$ cat config.mk
export PLATFORM = sky130hd
export DESIGN_NAME = core_sequencer
export DESIGN_NICKNAME = d
export VERILOG_FILES = /design/src/rtl/core_sequencer.sv
export SDC_FILE = /design/constraint.sdc
export NUM_CORES = 1
export LEC_CHECK = 0
export CORE_MARGIN = 3
export CORE_UTILIZATION = 47
export CTS_BUF_LIST = sky130_fd_sc_hd__clkbuf_8
export DETAILED_ROUTE_END_ITERATION = 10
export PLACE_DENSITY = 0.88
export SETUP_SLACK_MARGIN = 0.4
export SKIP_LAST_GASP = 1
export SLEW_MARGIN = 40
export SYNTH_ARGS = -nofsm -noshare
export SYNTH_HDL_FRONTEND = slang
export SYNTH_SLANG_ARGS = --single-unit
$ cat constraint.sdc
create_clock -name CLK -period 5.8 [get_ports CLK]
set_input_delay 1.16 -clock CLK [delete_from_list [all_inputs] [get_ports CLK]]
set_output_delay 1.16 -clock CLK [all_outputs]
set_load 0.01 [all_outputs]
$ cat src/rtl/core_sequencer.sv
// core_sequencer: multi-cycle fetch / load / store sequencer for the RV32I core.
// Drives the IMEM and DMEM AXI valid/ready handshakes, latches the fetched
// instruction and load data, and issues the one-cycle PC_EN / REG_WE commit strobes.
// Addresses and write data flow from the datapath straight to AXI, not through here.
//
// Ports:
//   CLK, NRST                     clock, synchronous active-low reset
//   IMEM_AR*/IMEM_R*              instruction fetch read channels
//   DMEM_AR*/DMEM_R*              load read channels
//   DMEM_AW*/DMEM_W*/DMEM_B*      store write channels
//   IS_LOAD/IS_STORE/IS_ILLEGAL/RD_WE  decode of INSTR, sampled in EXEC
//   INSTR, LOAD_DATA              latched instruction word and load data
//   PC_EN, REG_WE, WB_SEL_LOAD    commit strobes and write-back select
//   TRAP                          sticky fault indicator
//   RETIRED                       committed-instruction counter (wraps)
module core_sequencer #(
  parameter int unsigned AXI_DWIDTH = 32,
  parameter int unsigned CNT_WIDTH  = 32
) (
  input  logic                  CLK,
  input  logic                  NRST,
  output logic                  IMEM_ARVALID,
  input  logic                  IMEM_ARREADY,
  input  logic [AXI_DWIDTH-1:0] IMEM_RDATA,
  input  logic [1:0]            IMEM_RRESP,
  input  logic                  IMEM_RVALID,
  output logic                  IMEM_RREADY,
  output logic                  DMEM_ARVALID,
  input  logic                  DMEM_ARREADY,
  input  logic [AXI_DWIDTH-1:0] DMEM_RDATA,
  input  logic [1:0]            DMEM_RRESP,
  input  logic                  DMEM_RVALID,
  output logic                  DMEM_RREADY,
  output logic                  DMEM_AWVALID,
  input  logic                  DMEM_AWREADY,
  output logic                  DMEM_WVALID,
  input  logic                  DMEM_WREADY,
  input  logic [1:0]            DMEM_BRESP,
  input  logic                  DMEM_BVALID,
  output logic                  DMEM_BREADY,
  input  logic                  IS_LOAD,
  input  logic                  IS_STORE,
  input  logic                  IS_ILLEGAL,
  input  logic                  RD_WE,
  output logic [31:0]           INSTR,
  output logic [AXI_DWIDTH-1:0] LOAD_DATA,
  output logic                  PC_EN,
  output logic                  REG_WE,
  output logic                  WB_SEL_LOAD,
  output logic                  TRAP,
  output logic [CNT_WIDTH-1:0]  RETIRED
);

  typedef enum logic [3:0] {
    StIfa, StIfr, StExec, StLda, StLdr, StWb, StStw, StStb, StTrap
  } state_e;

  state_e                state_q, state_d;
  logic                  aw_done_q, aw_done_d;
  logic                  w_done_q, w_done_d;
  logic [31:0]           instr_q, instr_d;
  logic [AXI_DWIDTH-1:0] load_data_q, load_data_d;
  logic [CNT_WIDTH-1:0]  retired_q;

  always_ff @(posedge CLK) begin
    if (!NRST) begin
      state_q     <= StIfa;
      aw_done_q   <= 1'b0;
      w_done_q    <= 1'b0;
      instr_q     <= '0;
      load_data_q <= '0;
      retired_q   <= '0;
    end else begin
      state_q     <= state_d;
      aw_done_q   <= aw_done_d;
      w_done_q    <= w_done_d;
      instr_q     <= instr_d;
      load_data_q <= load_data_d;
      if (PC_EN) retired_q <= retired_q + CNT_WIDTH'(1);
    end
  end

  always_comb begin
    state_d      = state_q;
    aw_done_d    = aw_done_q;
    w_done_d     = w_done_q;
    instr_d      = instr_q;
    load_data_d  = load_data_q;
    IMEM_ARVALID = 1'b0;
    IMEM_RREADY  = 1'b0;
    DMEM_ARVALID = 1'b0;
    DMEM_RREADY  = 1'b0;
    DMEM_AWVALID = 1'b0;
    DMEM_WVALID  = 1'b0;
    DMEM_BREADY  = 1'b0;
    PC_EN        = 1'b0;
    REG_WE       = 1'b0;
    WB_SEL_LOAD  = 1'b0;
    TRAP         = 1'b0;

    unique case (state_q)
      StIfa: begin
        IMEM_ARVALID = 1'b1;
        if (IMEM_ARREADY) state_d = StIfr;
      end
      StIfr: begin
        IMEM_RREADY = 1'b1;
        if (IMEM_RVALID) begin
          // Latched even on an error response so the faulting word is visible.
          instr_d = IMEM_RDATA[31:0];
          state_d = (IMEM_RRESP != 2'b00) ? StTrap : StExec;
        end
      end
      StExec: begin
        if (IS_ILLEGAL || (IS_LOAD && IS_STORE)) begin
          state_d = StTrap;
        end else if (IS_LOAD) begin
          state_d = StLda;
        end else if (IS_STORE) begin
          state_d = StStw;
        end else begin
          PC_EN   = 1'b1;
          REG_WE  = RD_WE;
          state_d = StIfa;
        end
      end
      StLda: begin
        DMEM_ARVALID = 1'b1;
        if (DMEM_ARREADY) state_d = StLdr;
      end
      StLdr: begin
        DMEM_RREADY = 1'b1;
        if (DMEM_RVALID) begin
          load_data_d = DMEM_RDATA;
          state_d     = (DMEM_RRESP != 2'b00) ? StTrap : StWb;
        end
      end
      StWb: begin
        REG_WE      = RD_WE;
        WB_SEL_LOAD = 1'b1;
        PC_EN       = 1'b1;
        state_d     = StIfa;
      end
      StStw: begin
        // AW and W complete independently; leave once both have, in any order.
        DMEM_AWVALID = !aw_done_q;
        DMEM_WVALID  = !w_done_q;
        aw_done_d    = aw_done_q || DMEM_AWREADY;
        w_done_d     = w_done_q || DMEM_WREADY;
        if (aw_done_d && w_done_d) begin
          aw_done_d = 1'b0;
          w_done_d  = 1'b0;
          state_d   = StStb;
        end
      end
      StStb: begin
        DMEM_BREADY = 1'b1;
        if (DMEM_BVALID) begin
          if (DMEM_BRESP != 2'b00) begin
            state_d = StTrap;
          end else begin
            PC_EN   = 1'b1;
            state_d = StIfa;
          end
        end
      end
      StTrap: begin
        TRAP = 1'b1;
      end
      default: begin
        state_d = StTrap;
      end
    endcase

    // Handshake and strobe outputs are held low for the whole reset period.
    if (!NRST) begin
      IMEM_ARVALID = 1'b0;
      IMEM_RREADY  = 1'b0;
      DMEM_ARVALID = 1'b0;
      DMEM_RREADY  = 1'b0;
      DMEM_AWVALID = 1'b0;
      DMEM_WVALID  = 1'b0;
      DMEM_BREADY  = 1'b0;
      PC_EN        = 1'b0;
      REG_WE       = 1'b0;
      WB_SEL_LOAD  = 1'b0;
      TRAP         = 1'b0;
    end
  end

  assign INSTR     = instr_q;
  assign LOAD_DATA = load_data_q;
  assign RETIRED   = retired_q;

endmodule

# Word-level counts from Yosys, hierarchy flattened
# Cells that the tools add are included.
[totals]
ff_bits = 102
latchBits = 0
ram_bits = 0
romBits = 0
in_bits = 83
output_inout_bits = 107
word_cells = 81
memories = 0
[classes]
addsub = 1
n_mul = 0
div = 0
magnitude_cmp = 0
eq_ne = 14
n_shift = 0
muxes = 45
n_bitwise = 1
n_reduce_logical = 14
[op_table]
columns = ["cell", "count"]
rows = [
  ["$mux W4", 10],
  ["$pmux W4 S9", 1],
  ["$add A32 B1 Y32 const B", 1],
  ["$mux W1", 30],
  ["$eq A4 B3 Y1 const B", 4],
  ["$ne A2 B2 Y1 const B", 6],
  ["$eq A4 B2 Y1 const B", 2],
  ["$reduce_and A7 Y1", 1],
  ["$mux W3", 2],
  ["$reduce_bool A2 Y1", 3],
  ["$eq A4 B1 Y1 const B", 1],
  ["$eq A4 B4 Y1 const B", 1],
  ["$logic_not A4 Y1", 1],
  ["$reduce_and A2 Y1", 2],
  ["$logic_or A1 B1 Y1", 3],
  ["$pmux W1 S3", 1],
  ["$logic_and A1 B1 Y1", 2],
  ["$logic_not A1 Y1", 2],
  ["$pmux W1 S2", 1],
  ["$not A1 Y1", 1],
]

# Longest topological paths before layout
[logic_depth]
word_depth = 5
ltp_mapped = 7

# Worst setup path before layout
# Ideal clock, no wire load.
[synth_timing]
path_type = "input to output"
startpoint = "in DMEM_BRESP[1]"
endpoint = "out PC_EN"
t_arrival_ns = 2.224
slack_ns = 2.416
stages = 5
path_cell_list = "or3b_1 -> a21oi_2 -> buf_2 -> nor2_1 -> nor2_1"
[synth_via]
elab_chain_cells = 5
[synth_lines]
columns = ["element", "line", "rtl"]
rows = [
  ["from (decl)", "38", "input logic [1:0] DMEM_BRESP,"],
  ["$reduce_bool A2 Y1", "159", "if (DMEM_BRESP != 2'b00) begin"],
  ["$mux W1", "159", ""],
  ["$mux W1", "158", "if (DMEM_BVALID) begin"],
  ["$pmux W1 S3", "101", "unique case (state_q)"],
  ["$mux W1", "176", "if (!NRST) begin"],
  ["to (decl)", "47", "output logic PC_EN,"],
]
# No other way between the ends.

# Worst setup path after layout
[layout_timing]
startpoint = "in DMEM_BVALID"
endpoint = "out PC_EN"
[layout_via]
elab_chain_cells = 3
[layout_lines]
columns = ["element", "line", "rtl"]
rows = [
  ["from (decl)", "39", "input logic DMEM_BVALID,"],
  ["$mux W1", "158", ""],
  ["$pmux W1 S3", "101", ""],
  ["$mux W1", "176", ""],
]
# No other way between the ends.

==> impl_metrics.yaml <==
routing:
  routed.top_layer: "met4"
  drt_iter0_markers: 281
  route.met3.wl_microns: 1140
  routed-wl-met2_microns: 6380
  wire_per_inst_microns: 15.6
  ant_nets: 0
  wirelength_microns: 12900
  vias: 4481
  vias_per_cell: 5.41
  drt-met1-wl_microns: 5170
  drc_errors: 0
  drt-pass1-iter-count: 4
job:
  drv_cap: 0
finish:
  fillers: 695
  antenna_cells: 0
  fin_util: 0.731
  fin_nets: 800
  final_cell_mix: "188 x clkdlybuf4s50_1, 149 x nand2_1, 102 x dfxtp_1"
  layout-drive-gt1-share: 0.0430
  final-seq-area_sq_um: 2040
  layout_commonest_cell: "clkdlybuf4s50_1"
  layout.cells.non_filler: 829
  multiInputGateArea_sq_um: 2120
  syn2layout_area_growth_pct: 50.0
setup_path:
  worst-r2r-setup-slack_ns: 3.05
  startpoint_type: "input pin"
  end_kind: "output port"
  path_class: "in -> out"
  worst_ep_arrival_time_ns: 3.40
  rr_worst_depth: 5
  path_max_fanout: 13
  cp.required_ns: 4.64
floorplanning:
  die_area_sq_um: 10300
  io_pins: 190
  rows: 34
  floorplan.initialDensity: 0.488
  core-area_sq_um: 8810
  die_h_microns: 102
  die_w_microns: 102
timing:
  worst_slew_pin_slew_ns: 0.667
  tns_ns: 0
  finalHoldViolCount: 0
  fmax_ghz: 0.219
  max-slew-margin-rel: 0.555
  setup_viol: 0
  rsz0062_at_grt: "false"
  fin_crit_ns: 4.56
  post-route-period-util: 0.786
  fin_worst_skew_ns: 0.0145
  drv_slew: 0
pwr:
  swShare: 0.309
  seqPwrFrac: 0.475
  clockPowerShare: 0.257
  peakVddDrop_mv: 0.166
  powerDensity_nw_per_um2: 270
  internal-power_mw: 1.20
  power.total_mw: 1.74
  combPwrFrac: 0.268
  p_leak_nw: 2.14
  p_switching_mw: 0.538
cts:
  cts_resized: 0
  clock-sinks: 102
  clockBufferDepth: 2
  post_cts_buffers: 0
  clk_latency_ns: 0.35
  cts_tree: "done"
  cts_buffers: 9
  ctsHoldBuffers: 0
  clock_tree.root_cell: "clkbuf_8"
  cts_max_level: 3
  path_clk_slew_ns: 0.09
place:
  place_congestion: 0.942
  post-dp-hpwl_microns: 9610
  portBuffers: 189
  dp_cells: 813
status:
  status: "finished, final reports clean"
global_route:
  grt_pass1_vias: 4273
  grt_max_degree: 58
  gr-usage-all-layers: 0.247
  antenna_found_initial: 0
  grt_pass1_wl_microns: 20600
  grt_overflow: 0
logic_synthesis:
  synth_area_sq_um: 4300
  ys_ff_latch: 102
  synthArstFlopShare: 0
  syn_nets: 632
  seq_area_frac_synth: 0.475
  avgSynthCellArea_sq_um: 7.84
  synth_edf_count: 0
  synth-main-ff-cell: "dfxtp_1"
  yosysUniqueCellTypes: 47
  synth_warnings: 0
  synthesis.instances: 548
worst_hold_path:
  hp-class: "reg -> reg"
  hold_path_depth: 2
==> state kept, by name (all words and copies together), names as in the netlist <==
register	cells
INSTR	32
w_done_q	1
aw_done_q	1
state_q	4
RETIRED	32
LOAD_DATA	32
==> power by group through the flow <==
stage	Combinational [mW]	Clock [mW]	Sequential, mW
2_1_floorplan	0.234	0	0.834
3_3_place_gp	0.454	0	0.839
3_5_place_dp	0.467	0	0.841
4_1_cts	0.469	0.460	0.826
5_1_grt	0.512	0.491	0.836
6_report	0.467	0.448	0.827
==> metrics by stage <==
| stage | setup slack (ns) | cell area (sq um) | hold WS [ns] |
|---|---|---|---|
| final | 1.24 | 6440 | 0.457 |
| after global routing | 1.16 | 6440 | 0.478 |
| after CTS | 1.29 | 6440 | 0.459 |
| after detailed placement | 1.31 | 6240 | 0.446 |
| after global placement | 1.39 | 6190 | 0.441 |
| after floorplan | 2.42 | 4300 | 0.476 |
==> cell usage after synthesis, types with 3 or more instances <==
library cell    n  area (sq um)
and2_1          5          31.3
o211ai_1        5          37.5
xnor2_1         5          43.8
a21oi_1        85           425
nor2_1         26          97.6
buf_2           7          35.0
and3_1          4          25.0
nor2b_1         3          18.8
o21ai_1         3          15.0
nand3_1        13          65.1
clkbuf_1       27           101
nand2_1       149           559
o21a_1         10          75.1
inv_1           4          15.0
o21ai_0        22           110
o2111ai_1       3          26.3
nand2b_1        8          50.1
xor2_1          5          43.8
nor3_1         10          50.1
nand4_1         6          37.5
dfxtp_1       102          2040
or3_1          14          87.6
==> worst max-delay path: stages <==
cell,delay (ns)
clkdlybuf4s50_1,0.48
or3b_1,0.37
a21oi_2,0.53
nor2_1,0.19
nor2_1,0.13
clkdlybuf4s50_1,0.54
==> cell families (layout without fill, tap and decap cells) <==
kind of cell / after synthesis / after routing / synth area share
AOI/OAI and AO/OA: 142 / 142 / 0.191
xor gates and xnor gates: 10 / 10 / 0.0204
adders and majority gates: 1 / 1 / 0.00291
buffers and inverters: 39 / 212 / 0.0361
DFF: 102 / 102 / 0.475
muxes: 2 / 2 / 0.00466
and+or+nand+nor: 252 / 252 / 0.270
==> per-layer routing <==
metal / up-vias / GRT usage
met2: 188 / 0.411
li1: 2211 / -
met5: - / 0
met3: 19 / 0.0833
met4: 0 / 0.0890
met1: 2063 / 0.297
==> final cells by class <==
class / count / share of cell area
multi-input combinational: 407 / 0.330
clock buffer: 10 / 0.0214
timing repair buffer: 191 / 0.298
tap: 108 / 0.0210
inverter: 5 / 0.00291
sequential: 102 / 0.317
clock inverter: 6 / 0.00952
==> worst paths after layout <==
check                                from                        to
hold reg to reg    INSTR[15]$_SDFFE_PN0P_    INSTR[15]$_SDFFE_PN0P_
setup reg to reg  state_q[1]$_SDFFE_PN0P_  RETIRED[22]$_SDFFE_PN0P_
hold / removal     INSTR[15]$_SDFFE_PN0P_    INSTR[15]$_SDFFE_PN0P_
setup / recovery              DMEM_BVALID                     PC_EN
No activity file was read; power rests on OpenSTA's default activity.
